**src/rtl/conv_pkg.sv**
```systemverilog
// -----------------------------------------------------------------------------
// conv_pkg -- shared definitions for the convolution feeder slice.
//   * default widths for data/bias/accumulator, memory addresses and tap count
//   * FSM state type used by conv_feeder (IDLE / RUN / DRAIN / DONE)
// -----------------------------------------------------------------------------
package conv_pkg;

    localparam int unsigned DATA_WIDTH_DEF = 16;
    localparam int unsigned ADDR_WIDTH_DEF = 8;
    localparam int unsigned LEN_WIDTH_DEF  = 8;

    typedef enum logic [1:0] {
        IDLE  = 2'd0,
        RUN   = 2'd1,
        DRAIN = 2'd2,
        DONE  = 2'd3
    } conv_state_t;

endpackage

```
**src/rtl/conv_feeder.sv**
```systemverilog
// -----------------------------------------------------------------------------
// conv_feeder -- streams len (data, weight) pairs from two synchronous memories
// into an external MAC unit and reports the accumulated sum.
//
// Ports
//   clk, rst_n               clock, synchronous active-low reset
//   start, len               job request (sampled in IDLE) and tap count
//   base_d, base_w           data / weight start addresses
//   bias_cfg                 initial accumulator value
//   d_rd_en, d_addr          data memory read request   (data back 1 cycle later)
//   w_rd_en, w_addr          weight memory read request (data back 1 cycle later)
//   d_rdata, w_rdata         memory read data
//   u_en, u_data, u_weight,
//   u_bias                   MAC operands; MAC registers u_bias + u_data*u_weight
//   u_result                 MAC registered result
//   busy, done, acc_o        job status, one-cycle done pulse, final sum
//   job_cnt                  completed-job counter (only with CONV_FEEDER_PERF_EN)
//
// Build option: define CONV_FEEDER_PERF_EN to add the job_cnt output.
// -----------------------------------------------------------------------------
module conv_feeder
    import conv_pkg::*;
#(
    parameter int unsigned DATA_WIDTH = DATA_WIDTH_DEF,
    parameter int unsigned ADDR_WIDTH = ADDR_WIDTH_DEF,
    parameter int unsigned LEN_WIDTH  = LEN_WIDTH_DEF
) (
    input  logic                  clk,
    input  logic                  rst_n,
    input  logic                  start,
    input  logic [LEN_WIDTH-1:0]  len,
    input  logic [ADDR_WIDTH-1:0] base_d,
    input  logic [ADDR_WIDTH-1:0] base_w,
    input  logic [DATA_WIDTH-1:0] bias_cfg,
    output logic                  d_rd_en,
    output logic                  w_rd_en,
    output logic [ADDR_WIDTH-1:0] d_addr,
    output logic [ADDR_WIDTH-1:0] w_addr,
    input  logic [DATA_WIDTH-1:0] d_rdata,
    input  logic [DATA_WIDTH-1:0] w_rdata,
    output logic                  u_en,
    output logic [DATA_WIDTH-1:0] u_data,
    output logic [DATA_WIDTH-1:0] u_weight,
    output logic [DATA_WIDTH-1:0] u_bias,
    input  logic [DATA_WIDTH-1:0] u_result,
    output logic                  busy,
    output logic                  done,
    output logic [DATA_WIDTH-1:0] acc_o
`ifdef CONV_FEEDER_PERF_EN
    ,
    output logic [31:0]           job_cnt
`endif
);

    conv_state_t           state, state_nxt;

    logic [LEN_WIDTH-1:0]  len_q;
    logic [LEN_WIDTH-1:0]  k_q;
    logic [ADDR_WIDTH-1:0] base_d_q;
    logic [ADDR_WIDTH-1:0] base_w_q;
    logic [DATA_WIDTH-1:0] bias_q;
    logic [DATA_WIDTH-1:0] acc_q;
    logic                  beat_q;   // read issued last cycle -> MAC beat now
    logic                  first_q;  // that read was k == 0
    logic                  done_q;

    logic                  accept;
    logic                  last_issue;

    assign accept     = (state == IDLE) && start;
    assign last_issue = (k_q == len_q - LEN_WIDTH'(1));

    // ---------------------------------------------------------------- state reg
    always_ff @(posedge clk) begin
        if (!rst_n) begin
            state <= IDLE;
        end else begin
            state <= state_nxt;
        end
    end

    // ---------------------------------------------------------------- next state
    always_comb begin
        state_nxt = state;
        unique case (state)
            IDLE:    if (start) state_nxt = (len == '0) ? DONE : RUN;
            RUN:     if (last_issue) state_nxt = DRAIN;
            DRAIN:   state_nxt = DONE;
            DONE:    state_nxt = IDLE;
            default: state_nxt = IDLE;
        endcase
    end

    // ---------------------------------------------------------------- datapath
    always_ff @(posedge clk) begin
        if (!rst_n) begin
            len_q    <= '0;
            k_q      <= '0;
            base_d_q <= '0;
            base_w_q <= '0;
            bias_q   <= '0;
            acc_q    <= '0;
            beat_q   <= 1'b0;
            first_q  <= 1'b0;
            done_q   <= 1'b0;
        end else begin
            if (accept) begin
                len_q    <= len;
                base_d_q <= base_d;
                base_w_q <= base_w;
                bias_q   <= bias_cfg;
                k_q      <= '0;
            end else if (state == RUN) begin
                k_q <= k_q + LEN_WIDTH'(1);
            end

            // Memory returns data one cycle after the request, so the MAC
            // beat is simply the read strobe delayed by one cycle.
            beat_q  <= (state == RUN);
            first_q <= (state == RUN) && (k_q == '0);
            done_q  <= (state == DONE);

            if (state == DONE) begin
                acc_q <= (len_q == '0) ? bias_q : u_result;
            end
        end
    end

`ifdef CONV_FEEDER_PERF_EN
    always_ff @(posedge clk) begin
        if (!rst_n) begin
            job_cnt <= '0;
        end else if (done_q) begin
            job_cnt <= job_cnt + 32'd1;
        end
    end
`else
    // No job counter in the default build.
`endif

    // ---------------------------------------------------------------- outputs
    always_comb begin
        busy     = (state != IDLE);
        d_rd_en  = (state == RUN);
        w_rd_en  = (state == RUN);
        d_addr   = '0;
        w_addr   = '0;
        if (state == RUN) begin
            d_addr = base_d_q + ADDR_WIDTH'(k_q);
            w_addr = base_w_q + ADDR_WIDTH'(k_q);
        end

        u_en     = beat_q;
        u_data   = '0;
        u_weight = '0;
        u_bias   = '0;
        if (beat_q) begin
            u_data   = d_rdata;
            u_weight = w_rdata;
            // First beat seeds the MAC with the bias; later beats feed back
            // the MAC's own registered result to keep a running sum.
            u_bias   = first_q ? bias_q : u_result;
        end

        done  = done_q;
        acc_o = acc_q;
    end

endmodule
```
**config.mk**
```make
export PLATFORM = sky130hd
export DESIGN_NAME = conv_feeder
export DESIGN_NICKNAME = d
export VERILOG_FILES = /design/src/rtl/conv_pkg.sv /design/src/rtl/conv_feeder.sv
export SDC_FILE = /design/constraint.sdc
export NUM_CORES = 1
export LEC_CHECK = 0
export CAP_MARGIN = 20
export CORE_ASPECT_RATIO = 1.5
export CORE_MARGIN = 8
export CORE_UTILIZATION = 48
export DETAILED_ROUTE_END_ITERATION = 6
export DONT_BUFFER_PORTS = 1
export PLACE_DENSITY = 0.72
export SETUP_SLACK_MARGIN = 0.5
export SYNTH_ARGS = -nofsm -noshare
export SYNTH_HDL_FRONTEND = slang
export SYNTH_SLANG_ARGS = --single-unit
```
**constraint.sdc**
```tcl
create_clock -name clk -period 2.4 [get_ports clk]
set_input_delay 0.72 -clock clk [delete_from_list [all_inputs] [get_ports clk]]
set_output_delay 0.72 -clock clk [all_outputs]
set_load 0.05 [all_outputs]
```
== Word-level counts from Yosys, hierarchy flattened ==
Index checks and enable logic that the tools add are counted.

* RAM bits: 0
* Bits in latches: 0
* ROM bits: 0
* Flip-flop bits (word level): 69
* Input bits: 91
* Output and inout bits: 85
* Memories: 0
* Word-level logic and storage cells: 41

* Equal/unequal tests: 6
* Muxes and demuxes: 11
* Add/sub/neg operators: 4
* Divide/modulo/power cells: 0
* Magnitude comparators: 0
* Shifts and indexed selects: 0
* Reduce and logical (&&, ||, !) cells: 9
* Bitwise gates (word level): 1
* Multipliers: 0

{| class="wikitable"
|+ Operator list
! cell !! count
|-
| $mux W16 || 5
|-
| $logic_not A8 Y1 || 3
|-
| $add A8 B8 Y8 || 2
|-
| $mux W8 || 2
|-
| $add A8 B1 Y8 const B || 1
|-
| $eq A8 B8 Y1 || 1
|-
| $pmux W2 S4 || 1
|-
| $sub A8 B1 Y8 const B || 1
|-
| $mux W2 || 3
|-
| $eq A2 B2 Y1 const B || 2
|-
| $eq A2 B1 Y1 const B || 1
|-
| $logic_and A1 B1 Y1 || 2
|-
| $logic_not A2 Y1 || 1
|-
| $ne A2 B1 Y1 const B || 1
|-
| $ne A2 B2 Y1 const B || 1
|-
| $reduce_and A2 Y1 || 1
|-
| $reduce_bool A2 Y1 || 1
|-
| $reduce_or A2 Y1 || 1
|-
| $not A1 Y1 || 1
|}

== Logic depth before layout (Yosys ltp) ==
Gate-level depths: netlist of run 1.

* Depth in word-level cells: 4
* Gate-level depth with buffers: 9
* Mapped depth without buffers: 7

== Worst setup path after synthesis of run 1 ==
No wires, ideal clock.

* Path type: register -> output
* Start: register k_q[0]
* End: output port d_addr[6]
* Setup slack: -785 ps
* Required time: 1680 ps
* Arrival: 2465 ps
* Buffers on the path: 0
* Stages on the path, launching flop included: 8
* Cells stage by stage: dfxtp_1 > ha_1 > fa_1 > a21o_1 > a21oi_1 > o21bai_1 > a21oi_1 > mux2i_1

* Longest elaborated chain between the ends: 2

{| class="wikitable"
|+ Ends and longest elaborated chain
! element !! RTL line !! source
|-
| from (decl) || conv_feeder.sv:58 || <nowiki>logic [LEN_WIDTH-1:0] k_q;</nowiki>
|-
| from (signal assigned) || conv_feeder.sv:114 || <nowiki>k_q <= k_q + LEN_WIDTH'(1);</nowiki>
|-
| $add A8 B8 Y8 || conv_feeder.sv:149 || <nowiki>d_addr = base_d_q + ADDR_WIDTH'(k_q);</nowiki>
|-
| $mux W8 || conv_feeder.sv:148 || <nowiki>if (state == RUN) begin</nowiki>
|-
| to (decl) || conv_feeder.sv:37 || <nowiki>output logic [ADDR_WIDTH-1:0] d_addr,</nowiki>
|}

No other way between the ends.

== Worst setup path in the final report of run 1 ==
* Start: register k_q[0]
* End: output port w_addr[6]

* Longest elaborated chain between the ends: 2

{| class="wikitable"
|+ Ends and longest elaborated chain
! element !! RTL line !! source
|-
| $add A8 B8 Y8 || conv_feeder.sv:150 || <nowiki>w_addr = base_w_q + ADDR_WIDTH'(k_q);</nowiki>
|-
| $mux W8 || conv_feeder.sv:148 ||
|-
| to (decl) || conv_feeder.sv:38 || <nowiki>output logic [ADDR_WIDTH-1:0] w_addr,</nowiki>
|}

No other way between the ends.

==> results.md, run 1 <==
* Status: complete, but fails checks
* Violated checks: negative setup slack
* Design area at 6085 µm²
* Drt wl/cell at 20.26 µm
* DP Worst Slack at -0.2184 ns
* Number of CTS-inserted buffers at 9
* PortBufs at 0
* Root Buffer: clkbuf_16
* DRT Pass-1 Iters at 4
* Crit path required time at 1.68 ns
* Depth of the worst hold-timing path at 2
* ANT cells at 0
* Hold buffers post-CTS at 0
* Global Route Usage Sum at 21.47%
* Vias at 3897
* Fin crit period at 2.943 ns
* R2r worst-path depth at 5
* Die height at 132.3 µm
* Worst skew pair latency at 0.33 ns
* Initial Util at 49.32%
* RR Startpoint: len_q[3]
* Reg2Reg Setup Slack at 0.50 ns
* DRC Markers at 0
* Leak Pwr at 2.540 nW
* Via density at 5.706
* Clock Sinks at 69
* Post-Syn Area per Cell at 8.197 µm²
* Critical path class: reg2out
* Hpwl dp at 9.299 mm
* Yosys reg bits at 69
* Clock tree buffer depth at 2
* Worst-path fanout max at 3
* Power Dens Cells at 909.4 nW/µm²
* Hold Fails Final Rpt at 0
* Post-DRT Antenna Nets at 0
* Initial antenna violation count at 0
* Vias in the first global route at 4073
* CP Launch Type: register
* Dpl cell area at 5090 µm²
* Ys flop type: dfxtp_1
* Synth top area cells: dfxtp_1 32%, nand2_1 9.7%, mux2i_1 9.0%
* Post-synth top area share at 31.92%
* Ys Warns at 0
* GRT overflow at 0
* Rows at 42
* DIE AREA at 12370 µm²
* VDD IR-drop max at 0.5436 mV
* H-tree Lvls at 3
* Final nets at 683
* Setup ws final at -0.5431 ns
* First-pass GRT wire length at 21.15 mm
* Detailed Route WL at 13.84 mm
* Synth area leader: dfxtp_1
* Syn Std Cell Area at 4328 µm²
* # IOs at 176
* Die W at 93.53 µm
* RSZ-0062 raised after global routing: yes
* FILL cells at 648
* Hold Crit Endpoint: base_w_q[5]
* Final setup viols at 12
* Core area at 8776 µm²
* Iter 0 DRT Violations at 158
* EDFF count, synth at 0
* Most common cell in the netlist: nand2_1
* Ys async rst share at 0%
* Commonest cells post-synth: 112 x nand2_1, 69 x dfxtp_1, 45 x and2_1
* Pin count of the biggest net entering global routing at 68
* Share of cells above drive strength 1 at 36.82%
* Placer Congestion at 0.8178
* Min-delay src: base_w_q[5]
* Fin. max-slew vios at 0
* Net Count, Synth at 643
* Worst r2r dst: state[1]
* Cell variety after synth at 40
* F_max at 0.3398 GHz
* Setup Skew at 0.006114 ns
* Critical Path AT at 2.22 ns
* Final Cycle Share at 122.6%
* HP Class: reg2reg
* Slew headroom at 62.57%
* Synthesized instance count at 528
* Worst Max-Slew Pin Slew at 0.5606 ns
* Max_cap viols at 0
* Synth-to-Final Area Change at 40.59%
* CTS tree: yes
* Element type at the critical path end: output pin
* Worst-path clk slew at 0.06 ns
* Sequential area share after synthesis at 31.92%
-- sequential cells by signal (all words and copies together) (netlist names), 2 cells and up --
| signal | flops |
|---|---|
| base_w_q | 8 |
| acc_o | 16 |
| state | 2 |
| len_q | 8 |
| bias_q | 16 |
| base_d_q | 8 |
| k_q | 8 |
-- logic make-up after synthesis --
kind of cell / Yosys count / synth area share (%)
simple gates: 223 / 25.07
compound gates: 102 / 17.72
flops: 69 / 31.92
buf+inv: 49 / 4.539
mux: 39 / 9.020
fa+ha+maj: 24 / 7.285
xor+xnor: 22 / 4.452
-- worst max path at each step --
stage                     slack [ns]  cells past startpoint   start         to
after CTS                      -0.56                      8  k_q[0]  d_addr[6]
final                          -0.54                      8  k_q[0]  w_addr[6]
after detailed placement       -0.22                      8  k_q[0]  w_addr[6]
after global placement         -0.18                      8  k_q[0]  w_addr[6]
after floorplan                -0.23                      7  k_q[0]  d_addr[6]
after global routing           -0.64                      8  k_q[0]  w_addr[6]
-- metrics by stage --
step	hold WS [ns]	setup TNS, ns	instances	utilization [%]	power [W]
after detailed placement	0.4652	-0.6532	645	58.00	0.003640
after floorplan	0.4472	-0.4974	528	-	0.003289
after global routing	0.4982	-5.244	683	69.33	0.005785
after CTS	0.4728	-4.387	677	67.68	0.005427
final	0.4687	-4.384	683	69.33	0.005534
after global placement	0.4571	-0.4802	645	58.00	0.003590
-- cells in the final DEF (no fill, tap or decap), types with 4 or more instances in the layout --
| master | Yosys | layout |
|---|---|---|
| a21o_1 | 5 | 5 |
| mux2i_4 | 0 | 22 |
| mux2i_1 | 39 | 17 |
| nand2b_1 | 8 | 8 |
| ha_1 | 22 | 15 |
| dfxtp_4 | 0 | 6 |
| nand2_1 | 112 | 111 |
| buf_6 | 1 | 8 |
| clkbuf_1 | 35 | 4 |
| xor2_1 | 15 | 13 |
| nor2_1 | 14 | 14 |
| xnor2_1 | 7 | 5 |
| o21ai_0 | 8 | 6 |
| buf_8 | 0 | 4 |
| buf_12 | 0 | 13 |
| o211a_1 | 16 | 16 |
| and2_4 | 0 | 42 |
| o211ai_1 | 4 | 4 |
| a21boi_0 | 40 | 40 |
| ha_4 | 0 | 4 |
| a21oi_2 | 0 | 10 |
| buf_4 | 1 | 41 |
| inv_1 | 11 | 8 |
| nor3_1 | 7 | 7 |
| dfxtp_2 | 0 | 6 |
| clkbuf_16 | 0 | 9 |
| dfxtp_1 | 69 | 57 |
| nor2b_4 | 0 | 16 |
-- power by group --
part           switching, W  total, W  internal (W)
logic               0.00164   0.00282       0.00118
registers          0.000203   0.00150       0.00130
clock network      0.000459   0.00121      0.000755
total               0.00230   0.00553       0.00324
-- layer usage --
layer	share of wire [%]	global-route usage, %	vias to the layer above
li1	-	-	1871
met1	35	20.63	1866
met2	55	40.32	134
met3	6.9	6.271	26
met4	2.4	9.212	0
met5	0	0	-
-- cell type report --
| type | count | area (µm²) | share of cell area [%] |
|---|---|---|---|
| clock inverter | 1 | 5.005 | 0.08225 |
| timing repair buffer | 67 | 745.7 | 12.26 |
| sequential | 69 | 1411 | 23.20 |
| tap | 110 | 137.6 | 2.262 |
| clock buffer | 15 | 267.8 | 4.401 |
| inverter | 11 | 47.55 | 0.7814 |
| multi-input combinational | 410 | 3470 | 57.02 |
-- critical path, stage by stage, from the launching register on --
cell      delay, ns
dfxtp_2        0.33
ha_2           0.19
fa_2           0.34
a21o_1         0.18
a21oi_2        0.14
o21bai_1       0.09
a21oi_2        0.19
mux2i_4        0.27
buf_12         0.16
-- what timing repair did --
item	CTS	global route
endpoints found under the setup margin	70	52
setup buffers	15	6
gates resized for setup	107	23
endpoints found under the hold margin	0	0
cloned	1	0
pin swaps	17	15
(Power assumes the default switching activity.)
==> inputs of run 2 (changes only) <==
--- a/config.mk
+++ b/config.mk
@@ -5,7 +5,6 @@
 export SDC_FILE = /design/constraint.sdc
 export NUM_CORES = 1
 export LEC_CHECK = 0
-export CAP_MARGIN = 20
 export CORE_ASPECT_RATIO = 1.5
 export CORE_MARGIN = 8
 export CORE_UTILIZATION = 48
@@ -13,6 +12,7 @@
 export DONT_BUFFER_PORTS = 1
 export PLACE_DENSITY = 0.72
 export SETUP_SLACK_MARGIN = 0.5
+export SLEW_MARGIN = 20
 export SYNTH_ARGS = -nofsm -noshare
 export SYNTH_HDL_FRONTEND = slang
 export SYNTH_SLANG_ARGS = --single-unit
==> results of run 2 <==
No change in the layout: final DEF, timing and power equal those of run 1.
